File: config.mk
export PLATFORM = sky130hd
export DESIGN_NAME = normalizer_pipe_flat
export DESIGN_NICKNAME = d
export VERILOG_FILES = /design/src/rtl/normalizer_pipe_if.sv /design/src/rtl/normalizer_pipe.sv /design/src/flat_wrapper.sv
export SDC_FILE = /design/constraint.sdc
export NUM_CORES = 1
export LEC_CHECK = 0
export CORE_ASPECT_RATIO = 1.5
export CORE_MARGIN = 2
export CORE_UTILIZATION = 59
export DETAILED_ROUTE_END_ITERATION = 8
export PLACE_DENSITY = 0.86
export SLEW_MARGIN = 20
export SYNTH_ARGS = -nofsm -noshare
export SYNTH_HDL_FRONTEND = slang
export SYNTH_SLANG_ARGS = --single-unit
File: constraint.sdc
create_clock -name clk -period 5 [get_ports clk]
set_input_delay 1.25 -clock clk [delete_from_list [all_inputs] [get_ports clk]]
set_output_delay 1.25 -clock clk [all_outputs]
set_load 0.03 [all_outputs]
File: src/rtl/normalizer_pipe_if.sv
// Handshake bundle for normalizer_pipe (input side, output side and result fields).
// signed_mode exists only when NORMALIZE_SIGNED_EN is defined.
interface normalizer_pipe_if #(
    parameter int WIDTH = 32,
    parameter int CNTW  = 6
);
    logic             in_valid;
    logic             in_ready;
    logic [WIDTH-1:0] opA;
`ifdef NORMALIZE_SIGNED_EN
    logic             signed_mode;
`endif
    logic             out_valid;
    logic             out_ready;
    logic [WIDTH-1:0] result;
    logic [CNTW-1:0]  count;
    logic             zero;

    modport master (
`ifdef NORMALIZE_SIGNED_EN
        output signed_mode,
`endif
        output in_valid, opA, out_ready,
        input  in_ready, out_valid, result, count, zero
    );

    modport slave (
`ifdef NORMALIZE_SIGNED_EN
        input  signed_mode,
`endif
        input  in_valid, opA, out_ready,
        output in_ready, out_valid, result, count, zero
    );
endinterface

File: src/rtl/normalizer_pipe.sv
// Two-stage leading-zero normalizer: stage 1 strips whole zero bytes, stage 2 the remaining bits.
// Optional NORMALIZE_SIGNED_EN adds signed_mode (count redundant sign bits instead of zeros).
module normalizer_pipe #(
    parameter int WIDTH = 32,
    parameter int CNTW  = 6
) (
    input logic              clk,
    input logic              resetn,
    normalizer_pipe_if.slave bus
);
    logic             s1_valid, s2_valid, s2_adv, accept;
    logic [WIDTH-1:0] s1_data;
    logic [CNTW-1:0]  s1_cnt;
    logic             s1_zero;
    logic [WIDTH-1:0] result_q;
    logic [CNTW-1:0]  count_q;
    logic             zero_q;

    logic [WIDTH-1:0] srch;
    logic [1:0]       k;
    logic [7:0]       fine_top;
    logic [3:0]       f;
    logic [CNTW-1:0]  fine_cnt;
    logic [WIDTH-1:0] fine_res;
`ifdef NORMALIZE_SIGNED_EN
    logic             s1_sgn, s1_sign;
    logic [7:0]       s1_top;
    logic [WIDTH-1:0] srch_sh;
    logic [WIDTH:0]   ext;
`endif

    function automatic logic [3:0] lzc8(input logic [7:0] b);
        logic [3:0] r;
        r = 4'd8;
        for (int i = 0; i < 8; i++)
            if (b[i]) r = 4'(7 - i);
        return r;
    endfunction

    assign s2_adv       = !s2_valid || bus.out_ready;
    assign bus.in_ready = !s1_valid || s2_adv;
    assign accept       = bus.in_valid && bus.in_ready;

    // Coarse search: count leading zero bytes of the search word, capped at 3.
    always_comb begin
        // NOTE: every always_comb output gets a default first, so no path can infer a latch.
        srch = bus.opA;
`ifdef NORMALIZE_SIGNED_EN
        if (bus.signed_mode) srch = bus.opA ^ {WIDTH{bus.opA[WIDTH-1]}};
`endif
        k = 2'd3;
        if (srch[31:24] != 8'd0)      k = 2'd0;
        else if (srch[23:16] != 8'd0) k = 2'd1;
        else if (srch[15:8] != 8'd0)  k = 2'd2;
`ifdef NORMALIZE_SIGNED_EN
        srch_sh = srch << {k, 3'b000};
`endif
    end

    always_ff @(posedge clk or negedge resetn) begin
        // NOTE: data registers are reset as well, so result/count/zero read 0 straight after reset.
        if (!resetn) begin
            s1_valid <= 1'b0;
            s1_data  <= '0;
            s1_cnt   <= '0;
            s1_zero  <= 1'b0;
`ifdef NORMALIZE_SIGNED_EN
            s1_sgn   <= 1'b0;
            s1_sign  <= 1'b0;
            s1_top   <= '0;
`endif
        end else if (accept) begin
            // NOTE: sequential state uses <= so every flop samples the pre-edge values.
            s1_valid <= 1'b1;
            s1_data  <= bus.opA << {k, 3'b000};
            s1_cnt   <= CNTW'({k, 3'b000});
            s1_zero  <= (bus.opA == '0);
`ifdef NORMALIZE_SIGNED_EN
            s1_sgn   <= bus.signed_mode;
            s1_sign  <= bus.opA[WIDTH-1];
            s1_top   <= srch_sh[WIDTH-1 -: 8];
`endif
        end else if (s2_adv) begin
            s1_valid <= 1'b0;
        end
    end

    // Fine search on the top byte; a zero byte yields 8, which makes a zero search word total 32.
    always_comb begin
        fine_top = s1_data[WIDTH-1 -: 8];
`ifdef NORMALIZE_SIGNED_EN
        fine_top = s1_top;
`endif
        f        = lzc8(fine_top);
        fine_cnt = s1_cnt + CNTW'(f);
        fine_res = s1_data << f;
        if (s1_zero) begin
            fine_cnt = CNTW'(WIDTH);
            fine_res = '0;
        end
`ifdef NORMALIZE_SIGNED_EN
        // One shift short of the sign-flip point; the sign bit refills anything stage 1 shifted out.
        ext = {s1_sign, s1_data} << f;
        if (s1_sgn) begin
            fine_cnt = s1_cnt + CNTW'(f) - CNTW'(1);
            fine_res = ext[WIDTH:1];
        end
`endif
    end

    always_ff @(posedge clk or negedge resetn) begin
        if (!resetn) begin
            s2_valid <= 1'b0;
            result_q <= '0;
            count_q  <= '0;
            zero_q   <= 1'b0;
        end else if (s2_adv) begin
            s2_valid <= s1_valid;
            if (s1_valid) begin
                result_q <= fine_res;
                count_q  <= fine_cnt;
                zero_q   <= s1_zero;
            end
        end
    end

    assign bus.out_valid = s2_valid;
    assign bus.result    = result_q;
    assign bus.count     = count_q;
    assign bus.zero      = zero_q;
endmodule

File: src/flat_wrapper.sv
// flat-port wrapper written by rule: the top's interface ports become plain ports
module normalizer_pipe_flat 
#(
    parameter int WIDTH = 32,
    parameter int CNTW  = 6
)
  (clk, resetn, bus_in_valid, bus_opA, bus_out_ready, bus_in_ready, bus_out_valid, bus_result, bus_count, bus_zero);
  normalizer_pipe_if #(.WIDTH(WIDTH), .CNTW(CNTW)) bus_i ();
  input logic clk;
  input logic resetn;
  input wire logic [$bits(bus_i.in_valid)-1:0] bus_in_valid;
  input wire logic [$bits(bus_i.opA)-1:0] bus_opA;
  input wire logic [$bits(bus_i.out_ready)-1:0] bus_out_ready;
  output wire logic [$bits(bus_i.in_ready)-1:0] bus_in_ready;
  output wire logic [$bits(bus_i.out_valid)-1:0] bus_out_valid;
  output wire logic [$bits(bus_i.result)-1:0] bus_result;
  output wire logic [$bits(bus_i.count)-1:0] bus_count;
  output wire logic [$bits(bus_i.zero)-1:0] bus_zero;
  assign bus_i.in_valid = bus_in_valid;
  assign bus_i.opA = bus_opA;
  assign bus_i.out_ready = bus_out_ready;
  assign bus_in_ready = bus_i.in_ready;
  assign bus_out_valid = bus_i.out_valid;
  assign bus_result = bus_i.result;
  assign bus_count = bus_i.count;
  assign bus_zero = bus_i.zero;
  normalizer_pipe #(.WIDTH(WIDTH), .CNTW(CNTW)) u_core (.clk(clk), .resetn(resetn), .bus(bus_i));
endmodule
==> results of run 1 <==
-- power by group through the flow --
stage	combinational, mW	clock [mW]	sequential [mW]
finish	1.14	0.640	0.887
global route	1.21	0.674	0.902
CTS	1.13	0.646	0.883
detailed placement	1.12	0	0.892
global placement	1.11	0	0.884
floorplan	0.585	0	1.04
-- routing by layer --
metal / share of wire, % / vias to the layer above / GRT usage, %
li1: - / 2034 / -
met1: 36 / 2168 / 37.4
met2: 49 / 302 / 53.1
met3: 7.3 / 86 / 6.34
met4: 7.9 / 0 / 24.1
met5: 0 / - / 0
-- placed cells by master (no fill, tap or decap), drive strengths merged, types with 8 or more instances in the layout --
cell	n
a21oi	25
a221oi	10
a22o	13
a22oi	15
buf	9
clkbuf	10
clkdlybuf4s50	75
dfrtp	76
mux2	24
mux2i	41
mux4	14
nand2	78
nor2	32
nor4	8
o21ai	49
-- cells in the mapped netlist (all sizes together) (3+ instances only) --
library cell / count / share of area (%)
a211oi: 4 / 0.71
a21oi: 25 / 2.8
a221o: 4 / 0.81
a221oi: 10 / 1.8
a22o: 13 / 2.3
a22oi: 15 / 2.3
a2bb2oi: 4 / 0.71
and3: 3 / 0.38
buf: 20 / 2.8
clkbuf: 16 / 1.2
dfrtp: 76 / 38
inv: 5 / 0.38
mux2: 24 / 5.5
mux2i: 41 / 8.6
mux4: 14 / 6.4
nand2: 78 / 6.0
nand2b: 4 / 0.50
nor2: 32 / 2.9
nor2b: 4 / 0.50
nor3: 3 / 0.30
nor4: 8 / 1.6
o211ai: 7 / 1.3
o21ai: 49 / 4.9
o221ai: 7 / 1.2
o22ai: 3 / 0.38
o31ai: 3 / 0.45
or4: 6 / 0.98
-- state kept, by name, summed over array words and instances, names as in the netlist --
signal and cells:
u_core.bus.out_valid 1, u_core.s1_data 32, u_core.s1_cnt 2, u_core.s1_valid 1, u_core.bus.zero 1, u_core.bus.count 6, u_core.s1_zero 1, u_core.bus.result 32
-- cell families after synthesis --
family,synth area share [%]
adders and majority gates,0.505
DFF,38.4
AOI/OAI and AO/OA,22.4
and+or+nand+nor,13.9
muxes,20.5
buffers and inverters,4.39
-- final timing paths --
kind | endpoint | depth (start not counted) | slack [ps]
setup / recovery | bus_in_ready | 4 | 1130
hold / removal | u_core.bus.result[31] | 2 | 470
setup reg to reg | u_core.bus.result[3] | 7 | 1870
hold reg to reg | u_core.bus.result[31] | 2 | 470
max in group asynchronous | u_core.bus.result[22] | 1 | 3350
min in group asynchronous | u_core.s1_data[21] | 1 | 1050
-- worst max-delay path, stage by stage --
cell             delay (ps)
clkdlybuf4s50_1         420
nor2b_1                 190
nand2_1                 140
clkdlybuf4s50_1         610
-- per-stage QoR --
step / std cells / power [mW] / utilization [%] / setup slack, ps
floorplan: 503 / 1.62 / - / 1660
CTS: 673 / 2.66 / 72.2 / 1160
global route: 673 / 2.79 / 72.3 / 1050
detailed placement: 658 / 2.02 / 68.7 / 856
finish: 673 / 2.66 / 72.3 / 1130
global placement: 658 / 1.99 / 68.7 / 919
-- layout make-up --
cell class              count  area, sq um  share of cell area (%)
multi-input cells         386         2840                    47.3
well taps                 107          134                    2.23
clock inverters             5         52.6                   0.875
repair buffers             84          818                    13.6
flip-flops and latches     76         1900                    31.7
clock buffers              10          239                    3.98
inverters                   5         18.8                   0.313
==> results.txt, run 1 <==
clock power share: 24.0%
Residual DRC: 0
Comb pwr share: 42.7%
num rows: 41
latest clock arrival within the worst-skew pair: 340 ps
final hold viol count: 0
hold-fix buffers at CTS: 0
PD cells: 444 nW/um^2
initial antenna violation count: 0
Post-CTS Setup Inserts: 0
CTS root buffer: clkbuf_16
Sw Share: 38.2%
share of layout cells above drive strength 1: 12.5%
placed cell areas: 5710 sq um
Routed wire per std cell: 21.3 um
htree depth: 3
Startpoint Class: primary input
die span in y: 116 um
total global routing overflow: 0
Clock Pin Slew Worst Setup and Hold Paths: 50 ps
post-synthesis cell area: 4960 sq um
Synth Warn #: 0
Initial Utilization: 59.7%
Post-Layout Inst Area: 6000 sq um
status: finished, final reports clean
# diodes: 0
max cap viols: 0
Critical Path End Type: primary output
TritonCTS clock tree: yes
Post-synth EDFFs: 0
cts bufs inserted: 9
Crit Path Max Fanout: 3
Final HPWL DP: 10.6 mm
drt initial violations: 504
HP Class: register to register
Post-DRT Antenna Nets: 0
WL final: 14.3 mm
Resized Gates After CTS: 0
Synth async-reset ratio: 100%
first-pass GRT wire length: 22.6 mm
fillers: 639
synthesized instance count: 503
DR pass1 iterations: 5
post-synthesis cell type count: 62
maximum clock path buffer count: 2
P&R area growth vs syn: 21.1%
register area share after synthesis: 38.4%
die width: 78.8 um
Leakage: 2.43 nW
Worst-Margin Slew: 1010 ps
Tcrit/Tclk final: 77.4%
IO Count: 77
CP Data Arrival Time: 2620 ps
Routability Congestion: 1.04
post-route setup TNS: 0 ps
Hold Startpoint: u_core.bus.result[31]
Required @ worst endpoint: 3750 ps
vias per std cell: 6.82
CP Class: primary input to primary output
sequential share of power: 33.3%
final net count: 600
ys flop type: dfrtp_1
vias in the first global route: 4449
largest net degree at the start of global routing: 77
Fin Hold WS: 466 ps
clk sinks: 76
net count after synthesis: 541
Final setup viols: 0
Peak VDD IR: 262 uV
fin. max-slew vios: 0
IO buf count: 76
Synth Register Bits: 76
worst clock skew: 5.57 ps
Pint: 1.65 mW
GRT Total Usage: 32.3%
Synth Area per Inst: 9.86 sq um
Critical Path Source: bus_out_ready
Slew Limit Headroom: 32.4%
Max Clk Rate: 0.259 GHz
die area: 9170 sq um
Critical R2R Launch: u_core.s1_data[31]
unrepaired setup endpoints after global routing: false
placeable core area: 8310 sq um
fin crit period: 3870 ps
DR vias: 4590
Net Switching: 1.02 mW
No activity file was read; power rests on OpenSTA's default activity.
==> run 2, diff against run 1 <==
Settings changed: CORE_UTILIZATION 59 to 55, PLACE_DENSITY 0.86 to 0.81.
Clock period 5 ns to 4 ns, I/O delays scaled along.
==> run 2 against run 1 <==
  * Clock skew grew 0.61 ps
  * Combinational power is 25% higher
  * Worst hold slack improved by 7.4 ps
  * Largest power group unchanged
==> results.txt, run 2 (synthesis gave the netlist of run 1 again) <==
register area: 1900 sq um (unchanged)
Crit Path Max Fanout: 15 (+12)
GRT Total Usage: 31.5% (-0.82 points)
first-pass GRT wire length: 23.3 mm (+3.2%)
CP Class: primary input to register
unrepaired setup endpoints after global routing: false
die area: 9800 sq um (+7.0%)
Critical Path End Type: register
die width: 81.5 um (+3.4%)
Slew Limit Headroom: 36.5% (+4.2 points)
status: finished, final reports clean
vias per std cell: 6.73 (-1.4%)
commonest cells after routing, fill and taps aside: nand2_1 (76), dfrtp_1 (76), clkdlybuf4s50_1 (75), o21ai_1 (42), mux2i_1 (39)
Tcrit/Tclk final: 84.8%
WL final: 14.4 mm (+0.85%)
final hold viol count: 0 (unchanged)
DR pass1 iterations: 5 (unchanged)
fillers: 685 (+7.2%)
Startpoint Class: primary input
hold-fix buffers at CTS: 0 (unchanged)
post-route setup TNS: 0 ps (unchanged)
Post-CTS Setup Inserts: 0 (unchanged)
fin. max-slew vios: 0 (unchanged)
TritonCTS clock tree: yes
Worst-Margin Slew: 948 ps (-62.5 ps)
CTS root buffer: clkbuf_16
IO buf count: 76 (unchanged)
largest net degree at the start of global routing: 77 (unchanged)
IO Count: 77 (unchanged)
Peak VDD IR: 293 uV (+12%)
drt initial violations: 586 (+16%)
CP Data Arrival Time: 3590 ps (+970 ps)
initial antenna violation count: 0 (unchanged)
Residual DRC: 0 (unchanged)
PD cells: 574 nW/um^2 (+29%)
Final setup viols: 0 (unchanged)
# diodes: 0 (unchanged)
cts bufs inserted: 9 (unchanged)
Leakage: 2.49 nW (+2.4%)
Routed wire per std cell: 21.2 um (-0.48%)
Required @ worst endpoint: 4200 ps (+450 ps)
Post-Place Cells: 667 (+1.4%)
fin crit period: 3390 ps
total global routing overflow: 0 (unchanged)
Post-DRT Antenna Nets: 0 (unchanged)
Final HPWL DP: 10.8 mm (+2.2%)
DR vias: 4587 (-0.065%)
clk sinks: 76 (unchanged)
Max Clk Rate: 0.295 GHz
Core Util, Final: 69.7% (-2.6 points)
die span in y: 120 um (+3.4%)
HP Class: register to register
final net count: 606 (+1.0%)
num rows: 42 (+2.4%)
area used by multi-input combinational logic: 2840 sq um (unchanged)
Initial Utilization: 56.5% (-3.2 points)
maximum clock path buffer count: 2 (unchanged)
Clock Pin Slew Worst Setup and Hold Paths: 60 ps (about the same)
placeable core area: 8780 sq um (+5.6%)
Post-Layout Cell Count: 682 (+1.3%)
Routability Congestion: 1.05 (+0.27%)
P&R area growth vs syn: 23.4%
max cap viols: 0 (unchanged)
Resized Gates After CTS: 0 (unchanged)
share of layout cells above drive strength 1: 13.3% (+0.74 points)
worst clock skew: 6.18 ps (+0.610 ps)
htree depth: 3 (unchanged)
latest clock arrival within the worst-skew pair: 340 ps (about the same)
vias in the first global route: 4598 (+3.3%)
==> run 2: path summary, 6_finish.rpt <==
| check | from | endpoint | slack [ps] | depth (start not counted) |
|---|---|---|---|---|
| max | bus_opA[28] | u_core.s1_data[29] | 610 | 7 |
| min | u_core.bus.result[31] | u_core.bus.result[31] | 470 | 2 |
| max reg2reg | u_core.s1_data[31] | u_core.bus.result[10] | 980 | 8 |
| min reg2reg | u_core.bus.result[31] | u_core.bus.result[31] | 470 | 2 |
| max in group asynchronous | resetn | u_core.bus.result[4] | 2570 | 1 |
| min in group asynchronous | resetn | u_core.s1_zero | 800 | 1 |
==> run 2: layout make-up <==
cell class,count,share of cell area [%]
Clock buffer,10,3.74
Clock inverter,5,2.05
Inverter,5,0.307
Multi-Input combinational cell,386,46.4
Sequential cell,76,31.1
Tap cell,110,2.25
Timing Repair Buffer,90,14.1
==> run 2: per-stage QoR <==
step / total power [mW] / worst slack, ps / hold slack, ps / cell area [sq um]
4_1_cts: 3.50 / 617 / 481 / 6120
3_5_place_dp: 2.53 / 254 / 468 / 5760
3_3_place_gp: 2.50 / 359 / 454 / 5760
2_1_floorplan: 2.03 / 908 / 460 / 4960
5_1_grt: 3.67 / 446 / 490 / 6120
6_report: 3.51 / 609 / 474 / 6120
==> run 2: layer usage <==
metal  part of all wire [%]  vias to the layer above  track usage [%]
met3                    6.5                       66             4.93
met2                     49                      270             49.5
met4                    7.0                        0             23.3
met5                      0                        -                0
li1                       -                     2051                -
met1                     37                     2200             38.2
==> run 2: worst max-delay path: stages <==
cell and delay, ps:
clkdlybuf4s50_1 410, or4_1 590, or2_1 400, a21oi_4 410
mux2_1 380, a221oi_1 300, o21ai_1 100
==> run 2: power by group <==
part / switching (mW) / internal (mW) / total, mW
Combinational: 0.794 / 0.637 / 1.43
Clock: 0.306 / 0.668 / 0.974
Sequential: 0.168 / 0.936 / 1.10
